<file path="src/rtl/pulse_event_batcher_if.sv">
// -----------------------------------------------------------------------------
// pulse_event_batcher_if
// Batch-report channel between pulse_event_batcher and its consumer.
//
//   evt_valid   producer -> consumer  batch available
//   evt_ready   consumer -> producer  consumer accepts batch
//   evt_count   producer -> consumer  pulses in batch (CNT_W bits)
//   evt_reason  producer -> consumer  00 threshold, 01 timeout, 10 flush
//   evt_sat     producer -> consumer  count saturated, value is a lower bound
//
// master: the batcher (drives the batch); slave: downstream consumer.
// -----------------------------------------------------------------------------
interface pulse_event_batcher_if #(
    parameter int CNT_W = 8
);
    logic             evt_valid;
    logic             evt_ready;
    logic [CNT_W-1:0] evt_count;
    logic [1:0]       evt_reason;
    logic             evt_sat;

    modport master (
        output evt_valid,
        output evt_count,
        output evt_reason,
        output evt_sat,
        input  evt_ready
    );

    modport slave (
        input  evt_valid,
        input  evt_count,
        input  evt_reason,
        input  evt_sat,
        output evt_ready
    );
endinterface

</file>
<file path="src/rtl/pulse_event_batcher.sv">
// -----------------------------------------------------------------------------
// pulse_event_batcher
// Counts single-cycle synchronized event pulses into batches and presents each
// closed batch (count + reason + saturation flag) on a valid/ready channel.
// Pulses arriving while a batch waits for acceptance are held in a pending
// counter and carried into the next batch, so no pulse is ever dropped
// (short of counter saturation, which is flagged).
//
// Ports:
//   clk_dst   in   destination-domain clock
//   rst       in   asynchronous reset, active-high
//   pulse_in  in   one-cycle event pulse, at most one per cycle
//   flush     in   force-close an open batch (ignored when idle or reporting)
//   evt       if   batch channel (master side): evt_valid/ready/count/reason/sat
//   busy      out  high whenever the batcher is not idle
// -----------------------------------------------------------------------------
module pulse_event_batcher #(
    parameter int CNT_W   = 8,
    parameter int THRESH  = 4,
    parameter int TIMEOUT = 64
) (
    input  logic                          clk_dst,
    input  logic                          rst,
    input  logic                          pulse_in,
    input  logic                          flush,
    pulse_event_batcher_if.master         evt,
    output logic                          busy
);

    localparam int TMO_W = $clog2(TIMEOUT);

    localparam logic [1:0] REASON_THRESH  = 2'b00;
    localparam logic [1:0] REASON_TIMEOUT = 2'b01;
    localparam logic [1:0] REASON_FLUSH   = 2'b10;

    localparam logic [CNT_W-1:0] THRESH_C  = CNT_W'(THRESH);
    localparam logic [TMO_W-1:0] TMO_LAST  = TMO_W'(TIMEOUT - 1);

    typedef enum logic [1:0] {
        IDLE   = 2'd0,
        ACCUM  = 2'd1,
        REPORT = 2'd2
    } state_t;

    state_t           state_reg, state_next;
    logic [CNT_W-1:0] acc_reg, acc_next;
    logic             sat_acc_reg, sat_acc_next;
    logic [CNT_W-1:0] pend_reg, pend_next;
    logic             sat_pend_reg, sat_pend_next;
    logic [TMO_W-1:0] timer_reg, timer_next;
    logic [CNT_W-1:0] count_reg, count_next;
    logic [1:0]       reason_reg, reason_next;
    logic             sat_reg, sat_next;

    // Saturating increment: returns {increment_lost, new_value}.
    function automatic logic [CNT_W:0] sat_add(input logic [CNT_W-1:0] v,
                                               input logic             inc);
        logic [CNT_W:0] sum;
        sum = {1'b0, v} + {{CNT_W{1'b0}}, inc};
        if (sum[CNT_W]) begin
            sum = {1'b1, {CNT_W{1'b1}}};
        end
        return sum;
    endfunction

    logic [CNT_W-1:0] acc_inc, pend_inc;
    logic             acc_lost, pend_lost;
    logic [TMO_W-1:0] timer_inc;

    assign {acc_lost, acc_inc}   = sat_add(acc_reg, pulse_in);
    assign {pend_lost, pend_inc} = sat_add(pend_reg, pulse_in);
    assign timer_inc             = timer_reg + 1'b1;

    always_ff @(posedge clk_dst or posedge rst) begin
        if (rst) begin
            state_reg    <= IDLE;
            acc_reg      <= '0;
            sat_acc_reg  <= 1'b0;
            pend_reg     <= '0;
            sat_pend_reg <= 1'b0;
            timer_reg    <= '0;
            count_reg    <= '0;
            reason_reg   <= REASON_THRESH;
            sat_reg      <= 1'b0;
        end else begin
            state_reg    <= state_next;
            acc_reg      <= acc_next;
            sat_acc_reg  <= sat_acc_next;
            pend_reg     <= pend_next;
            sat_pend_reg <= sat_pend_next;
            timer_reg    <= timer_next;
            count_reg    <= count_next;
            reason_reg   <= reason_next;
            sat_reg      <= sat_next;
        end
    end

    always_comb begin
        state_next    = state_reg;
        acc_next      = acc_reg;
        sat_acc_next  = sat_acc_reg;
        pend_next     = pend_reg;
        sat_pend_next = sat_pend_reg;
        timer_next    = timer_reg;
        count_next    = count_reg;
        reason_next   = reason_reg;
        sat_next      = sat_reg;

        case (state_reg)
            IDLE: begin
                if (pulse_in) begin
                    acc_next     = CNT_W'(1);
                    sat_acc_next = 1'b0;
                    timer_next   = '0;
                    if (THRESH == 1) begin
                        // A single pulse already fills the batch.
                        state_next  = REPORT;
                        count_next  = CNT_W'(1);
                        reason_next = REASON_THRESH;
                        sat_next    = 1'b0;
                    end else begin
                        state_next = ACCUM;
                    end
                end
            end

            ACCUM: begin
                acc_next     = acc_inc;
                sat_acc_next = sat_acc_reg | acc_lost;
                timer_next   = timer_inc;
                // Closing count includes this cycle's pulse.
                count_next   = acc_inc;
                sat_next     = sat_acc_reg | acc_lost;
                if (acc_inc >= THRESH_C) begin
                    state_next  = REPORT;
                    reason_next = REASON_THRESH;
                end else if (flush) begin
                    state_next  = REPORT;
                    reason_next = REASON_FLUSH;
                end else if (timer_inc == TMO_LAST) begin
                    // Compared on the incremented value so that the opening
                    // cycle counts as cycle 0 of the batch: the timeout batch
                    // becomes valid exactly TIMEOUT cycles after it opened.
                    state_next  = REPORT;
                    reason_next = REASON_TIMEOUT;
                end else begin
                    count_next = count_reg;
                    sat_next   = sat_reg;
                end
            end

            REPORT: begin
                pend_next     = pend_inc;
                sat_pend_next = sat_pend_reg | pend_lost;
                if (evt.evt_ready) begin
                    pend_next     = '0;
                    sat_pend_next = 1'b0;
                    if (pend_inc == '0) begin
                        state_next = IDLE;
                    end else begin
                        // Carry held pulses (plus this cycle's) into a new
                        // batch without passing through IDLE.
                        acc_next     = pend_inc;
                        sat_acc_next = sat_pend_reg | pend_lost;
                        timer_next   = '0;
                        state_next   = ACCUM;
                    end
                end
            end

            default: begin
                state_next = IDLE;
            end
        endcase
    end

    // All outputs come straight from registers, so the async reset clears
    // them without waiting for a clock edge.
    assign evt.evt_valid  = (state_reg == REPORT);
    assign evt.evt_count  = count_reg;
    assign evt.evt_reason = reason_reg;
    assign evt.evt_sat    = sat_reg;
    assign busy           = (state_reg != IDLE);

endmodule
</file>
<file path="src/flat_wrapper.sv">
// flat-port wrapper written by rule: the top's interface ports become plain ports
module pulse_event_batcher_flat 
#(
    parameter int CNT_W   = 8,
    parameter int THRESH  = 4,
    parameter int TIMEOUT = 64
)
  (clk_dst, rst, pulse_in, flush, busy, evt_evt_valid, evt_evt_count, evt_evt_reason, evt_evt_sat, evt_evt_ready);
  pulse_event_batcher_if #(.CNT_W(CNT_W)) evt_i ();
  input  logic clk_dst;
  input  logic rst;
  input  logic pulse_in;
  input  logic flush;
  output logic busy;
  output wire logic [$bits(evt_i.evt_valid)-1:0] evt_evt_valid;
  output wire logic [$bits(evt_i.evt_count)-1:0] evt_evt_count;
  output wire logic [$bits(evt_i.evt_reason)-1:0] evt_evt_reason;
  output wire logic [$bits(evt_i.evt_sat)-1:0] evt_evt_sat;
  input wire logic [$bits(evt_i.evt_ready)-1:0] evt_evt_ready;
  assign evt_evt_valid = evt_i.evt_valid;
  assign evt_evt_count = evt_i.evt_count;
  assign evt_evt_reason = evt_i.evt_reason;
  assign evt_evt_sat = evt_i.evt_sat;
  assign evt_i.evt_ready = evt_evt_ready;
  pulse_event_batcher #(.CNT_W(CNT_W), .THRESH(THRESH), .TIMEOUT(TIMEOUT)) u_core (.clk_dst(clk_dst), .rst(rst), .pulse_in(pulse_in), .flush(flush), .evt(evt_i), .busy(busy));
endmodule
</file>
<file path="config.mk">
export PLATFORM = sky130hd
export DESIGN_NAME = pulse_event_batcher_flat
export DESIGN_NICKNAME = d
export VERILOG_FILES = /design/src/rtl/pulse_event_batcher_if.sv /design/src/rtl/pulse_event_batcher.sv /design/src/flat_wrapper.sv
export SDC_FILE = /design/constraint.sdc
export NUM_CORES = 1
export LEC_CHECK = 0
export CORE_MARGIN = 8
export CORE_UTILIZATION = 30
export CTS_BUF_LIST = sky130_fd_sc_hd__clkbuf_8
export DETAILED_ROUTE_END_ITERATION = 10
export HOLD_SLACK_MARGIN = 0.03
export PLACE_DENSITY = 0.54
export SLEW_MARGIN = 20
export SYNTH_ARGS = -nofsm -noshare
export SYNTH_HDL_FRONTEND = slang
export SYNTH_SLANG_ARGS = --single-unit
</file>
<file path="constraint.sdc">
create_clock -name clk_dst -period 3.12 [get_ports clk_dst]
set_clock_uncertainty 0.05 [all_clocks]
set_input_delay 0.624 -clock clk_dst [delete_from_list [all_inputs] [get_ports clk_dst]]
set_output_delay 0.624 -clock clk_dst [all_outputs]
set_load 0.02 [all_outputs]
</file>
==> reports/results.txt, run 1 <==
Power per Cell Area - 749 nW/um^2
most frequent cells in the layout - dfrtp_1, o21ai_0, buf_4, nand2_1, inv_1
Synth Instances - 255
I/O pins - 18
Yosys top cell area share - 40.7%
commonest non-fill, non-tap cell in the layout - dfrtp_1
drt first pass iters - 4
simple-gate share of the synthesized area - 19.5%
fraction of power consumed by the clock network - 15.4%
distinct cell type count after synthesis - 52
RR Startpoint - u_core.acc_reg[0]
maximum vdd ir drop - 0.405 mV
hpwl dp - 4260 um
clk slew on worst S/H paths - 0.07 ns
clk_lat worst skew - 0.29 ns
Final setup viols - 0
maxcap violations - 0
crit-path cells - clkdlybuf4s50_1 > ha_1 > ha_1 > and3_1 > a311o_1 > a222oi_1 > buf_4 > a31oi_2 > mux2_2
Pleak - 1.18 nW
min Tclk post-route - 2.99 ns
hold slack - 0.465 ns
switching part of the total - 42.2%
post-synthesis adder-cell area fraction - 5.50%
ys async rst share - 100%
post-synthesis mux area share - 2.91%
GRT overflow - 0
global-route wire length before repair - 9720 um
Finished Layout Cells - 394
Flop pwr share - 32.3%
Critical-path top delay cell - clkdlybuf4s50_1
initial antenna violation count - 0
Yosys reg bits - 37
status - completed
Die Span X - 103 um
dpl ws - -0.175 ns
RSZ-0062 raised after global routing - false
area grow syn2layout - 22.6%
setup bufs post-CTS - 0
WP data required - 3.25 ns
placed inst area - 2710 sq um
Core Footprint - 7290 sq um
DRT Wirelength - 5740 um
Final #Nets - 309
gr usage total - 11.8%
register area share after synthesis - 40.7%
EDFF count, synth - 0
XOR/XNOR Fraction of Synth Area - 1.54%
CTS Buffer Depth - 2
DRT iter0 DRCs - 100
cell taking the most area after synthesis - dfrtp_1
CTS tree - yes
maximum clock frequency - 335 MHz
Worst Reg2Reg Path Length in Cells - 8
Max Fanout on Critical Path - 6
R2R setup slack - 0.56 ns
ANT nets after route - 0
cell area after synthesis - 2280 sq um
Die Y - 103 um
Worst path most repeated cell - ha_1
largest net degree at the start of global routing - 38
Primary FF master, synth - dfrtp_1
vias in the first global route - 1,941
hold path startpoint - u_core.evt.evt_sat
Combinational Power Share - 52.3%
level count of the clock H-tree - 2
cts-stage hold buffer count - 0
drt drc - 0
critical path type - input port to flop
Final Hold Fails - 0
CTS sink cnt - 37
YS warnings - 0
startpoint types - input port
RD Place Congestion - 0.839
largest family of logic cells by synthesized area - compound AO/OA/AOI/OAI gates
Slew headroom - 66.8%
worst path arrival time - 3.12 ns
Slew @ Worst Pin - 0.498 ns
HP Class - flop to flop
FP Rows - 31
die area - 10,600 sq um
TNS Setup - 0 ns
hold path endpoint - u_core.evt.evt_sat
R2R Path End - u_core.evt.evt_count[0]
ANT cells - 0
period utilization - 95.8%
syn avg cell area - 8.93 sq um
placed cell count - 386
root buffer cell - clkbuf_8
Net Sw Power - 0.000883 W
worst setup margin - 0.131 ns
post-route design area - 2790 sq um
internal power - 0.00121 W
via count - 2,015
Filler cells - 784
post-cts resize count - 0
Net Count, Synth - 270
Hold Path Depth - 1
crit end category - flop
Synth area leaders - dfrtp_1, ha_1, o21ai_0, a21oi_1, nand2_1
share of post-route cells with drive strength above 1 - 13.6%
CTS buffer count - 5
port buffer count - 17
Via density - 5.11
Starting Density - 31.2%
max-slew violation count - 0
wire length per cell - 14.6 um
Compound-Gate Fraction of Synth Area - 25.0%
max incr delay on CP - 0.45 ns
final cells by class:
class	count	area, sq um	area share (%)
Sequential cell	37	926	33.2
Timing Repair Buffer	42	358	12.8
Inverter	17	63.8	2.29
Clock inverter	3	11.3	0.404
Clock buffer	5	68.8	2.47
Multi-Input combinational cell	191	1240	44.4
Tap cell	99	124	4.44
worst max-delay path: cells and delay by family:
kind | cells | cell delay, ns
AOI/OAI and AO/OA | 3 | 0.87
buffers and inverters | 2 | 0.63
adders and majority gates | 2 | 0.46
muxes | 1 | 0.31
and+or+nand+nor | 1 | 0.21
through the flow:
stage	power (W)	util (%)
2_1_floorplan	0.00133	-
3_3_place_gp	0.00178	37.2
3_5_place_dp	0.00178	37.2
4_1_cts	0.00212	38.3
5_1_grt	0.00226	38.3
6_report	0.00209	38.3
cell families after synthesis:
| family | count (synthesis) |
|---|---|
| xor+xnor | 4 |
| mux | 6 |
| simple gates | 84 |
| buf+inv | 27 |
| compound gates | 87 |
| flops | 37 |
| fa+ha+maj | 10 |
per-layer routing:
| layer | GRT usage (%) | wire (um) | up-vias |
|---|---|---|---|
| met5 | 0 | 0 | - |
| met4 | 5.34 | 107 | 0 |
| met3 | 1.76 | 160 | 7 |
| met2 | 17.9 | 2530 | 30 |
| met1 | 16.1 | 2940 | 957 |
| li1 | - | - | 1021 |
cell usage after synthesis (4+ instances only):
cell type,instances
nor2_1,8
or3_1,6
and4_1,4
nand2b_1,4
and2_1,5
mux2_2,5
a21oi_1,17
inv_1,17
nor3_1,6
ha_1,10
nand2_1,21
dfrtp_1,37
o21a_1,5
clkbuf_1,7
nand3_1,14
and3_1,4
o22ai_1,4
o21ai_0,25
power by group through the flow:
stage	Combinational (W)	Sequential [W]	Clock, W
after floorplan	0.000634	0.000697	0
after global placement	0.00110	0.000684	0
after detailed placement	0.00110	0.000682	0
after CTS	0.00111	0.000675	0.000337
after global routing	0.00122	0.000692	0.000351
final	0.00109	0.000676	0.000323
how the worst max path moves through the flow:
stage / from / end / slack (ns) / depth (start not counted)
after floorplan: pulse_in / u_core.evt.evt_count[0] / 0.13 / 7
after global placement: pulse_in / u_core.evt.evt_count[0] / -0.1 / 9
after detailed placement: pulse_in / u_core.evt.evt_count[0] / -0.18 / 9
after CTS: pulse_in / u_core.evt.evt_count[0] / 0.12 / 9
after global routing: pulse_in / u_core.evt.evt_count[5] / 0.03 / 10
final: pulse_in / u_core.evt.evt_count[0] / 0.13 / 9
Power figures use the tool's default switching activity.
==> run 2: changes to the inputs <==
CORE_MARGIN = not set   (was 8)
CTS_CLUSTER_DIAMETER = 60   (was not set)
==> reports/results.txt, run 2 (synthesized netlist as in run 1, its figures left out) <==
most frequent cells in the layout - dfrtp_1, buf_4, o21ai_0, nand2_1
worst path bufs/invs - 2 (unchanged)
startpoint types - input port
critical path's top delay family - compound AO/OA/AOI/OAI gates
max incr delay on CP - 0.43 ns (-0.02 ns)
Power per Cell Area - 812 nW/um^2 (+8.4%)
port buffer count - 17 (unchanged)
Finished Layout Cells - 394 (unchanged)
ANT nets after route - 0 (unchanged)
Die Y - 89.1 um (-14%)
critical path type - input port to flop
WP data required - 3.25 ns (about the same)
total power - 0.00232 W (+11%)
gr usage total - 15.5% (+3.7 points)
Setup crit end - u_core.evt.evt_count[0]
crit-path cells - clkdlybuf4s50_1 > ha_1 > ha_1 > and3_1 > a311o_1 > a222oi_1 > buf_4 > a31oi_4 > mux2_2
period utilization - 95.4% (-0.45 points)
Combinational Power Share - 49.2% (-3.1 points)
Max Fanout on Critical Path - 7 (+1)
Crit path depth - 9 (unchanged)
die area - 7940 sq um (-25%)
vias in the first global route - 1,866 (-3.9%)
GRT met1 Usage - 21.8% (+5.7 points)
Worst Reg2Reg Path Length in Cells - 8 (unchanged)
setup bufs post-CTS - 0 (unchanged)
Pleak - 1.20 nW (+1.5%)
Flop pwr share - 29.1% (-3.2 points)
clk_lat worst skew - 0.30 ns (about the same)
min Tclk post-route - 2.98 ns (-0.0139 ns)
HP Class - flop to flop
switching part of the total - 39.7% (-2.6 points)
RD Place Congestion - 0.916 (+9.1%)
drt first pass iters - 5 (+1)
dpl ws - -0.178 ns (-0.00314 ns)
R2R Path End - u_core.evt.evt_count[0]
area of the multi-input gates - 1250 sq um (+0.71%)
Die Span X - 89.1 um (-14%)
Critical path origin - pulse_in
area grow syn2layout - 25.3%
commonest non-fill, non-tap cell in the layout - dfrtp_1
worst path arrival time - 3.11 ns (about the same)
max-slew violation count - 0 (unchanged)
Via density - 5.34 (+4.4%)
maximum vdd ir drop - 0.368 mV (-9.2%)
Seq. cell area - 926 sq um (unchanged)
Filler cells - 757 (-3.4%)
CTS buffer count - 5 (unchanged)
DRT iter0 DRCs - 157 (+57%)
RSZ-0062 raised after global routing - false
Core Footprint - 7290 sq um (unchanged)
I/O pins - 18 (unchanged)
fraction of power consumed by the clock network - 21.7% (+6.3 points)
drt drc - 0 (unchanged)
status - completed
Critical-path top delay cell - clkdlybuf4s50_1
Net Sw Power - 0.000919 W (+4.1%)
placed cell count - 386 (unchanged)
RR Startpoint - u_core.acc_reg[0]
initial antenna violation count - 0 (unchanged)
hpwl dp - 4160 um (-2.2%)
global-route wire length before repair - 9340 um (-3.9%)
CTS tree - yes
Starting Density - 31.2% (unchanged)
Final Hold Fails - 0 (unchanged)
level count of the clock H-tree - 2 (unchanged)
Slew headroom - 66.5% (-0.36 points)
ANT cells - 0 (unchanged)
root buffer cell - clkbuf_8
CTS Buffer Depth - 2 (unchanged)
via count - 2,103 (+4.4%)
R2R setup slack - 0.54 ns (-0.02 ns)
DRT Wirelength - 5780 um (+0.77%)
clk slew on worst S/H paths - 0.08 ns (about the same)
hold slack - 0.467 ns (+0.00168 ns)
routing usage on met3 - 2.77% (+1.0 points)
CTS sink cnt - 37 (unchanged)
M2 GR Usage - 24.3% (+6.4 points)
Final setup viols - 0 (unchanged)
worst setup margin - 0.145 ns (+0.0139 ns)
crit end category - flop
wire length per cell - 14.7 um (+0.77%)
Worst path most repeated cell - ha_1
share of post-route cells with drive strength above 1 - 14.6% (+1.0 points)
maximum clock frequency - 336 MHz (+0.47%)
largest net degree at the start of global routing - 38 (unchanged)
Most Used Layer, Global Route - met2
Slew @ Worst Pin - 0.503 ns (+0.00534 ns)
maxcap violations - 0 (unchanged)
internal power - 0.00140 W (+16%)
FP Rows - 31 (unchanged)
GRT overflow - 0 (unchanged)
Final #Nets - 309 (unchanged)
## run 2: cell count changes in the layout (fill, tap and decap cells not counted), sizes merged
cell    before  now
inv         20   17
clkinv       0    1
bufinv       0    2
## run 2: worst min-delay path by stage
stage	cells after the start	slack, ns	endpoint	start
2_1_floorplan	1	0.43	u_core.timer_reg[4]	u_core.timer_reg[4]
3_3_place_gp	1	0.44	u_core.evt.evt_sat	u_core.evt.evt_sat
3_5_place_dp	1	0.44	u_core.evt.evt_sat	u_core.evt.evt_sat
4_1_cts	1	0.47	u_core.evt.evt_sat	u_core.evt.evt_sat
5_1_grt	2	0.49	u_core.evt.evt_count[7]	u_core.evt.evt_count[7]
6_report	1	0.47	u_core.evt.evt_sat	u_core.evt.evt_sat
## run 2: per-layer routing
metal | routed length [um] | part of all wire, %
met1 | 2710 | 47
met2 | 2680 | 46
met3 | 294 | 5.1
met4 | 93 | 1.6
met5 | 0 | 0
## run 2: cell type report
type | instances | area share, %
tap | 99 | 4.34
inverter | 17 | 2.24
timing repair buffer | 42 | 12.5
clock inverter | 3 | 2.28
clock buffer | 5 | 2.41
multi-input combinational | 191 | 43.7
sequential | 37 | 32.5
## run 2: per-stage QoR
stage	util, %	TNS, ns	cell area (sq um)
global placement	37.2	-1.05	2710
CTS	39.0	0	2840
finish	39.1	0	2850
detailed placement	37.2	-1.40	2710
floorplan	-	0	2280
global route	39.1	0	2850
## run 2: power by group through the flow
stage | Sequential [W] | Clock (W) | Combinational, W
after detailed placement | 0.000682 | 0 | 0.00113
after floorplan | 0.000697 | 0 | 0.000634
final | 0.000675 | 0.000502 | 0.00114
after global placement | 0.000684 | 0 | 0.00113
after CTS | 0.000674 | 0.000515 | 0.00114
after global routing | 0.000689 | 0.000536 | 0.00125
## run 2: worst register-to-register path, stage by stage (launching register included)
cell      delay, ns
dfrtp_1        0.40
ha_1           0.21
ha_1           0.23
and3_1         0.21
a311o_1        0.36
a222oi_1       0.35
buf_4          0.19
a31oi_4        0.14
mux2_2         0.31
## run 2: repair_timing
item,4_1_cts,5_1_grt
endpoints found under the hold margin,0,0
endpoints found under the setup margin,0,4
resized for setup,0,2
hold buffers,0,0
==> run 3: changes to the inputs <==
CAP_MARGIN = 20   (was not set)
==> results of run 3 <==
Final layout, timing and power as in run 2 (identical DEF).
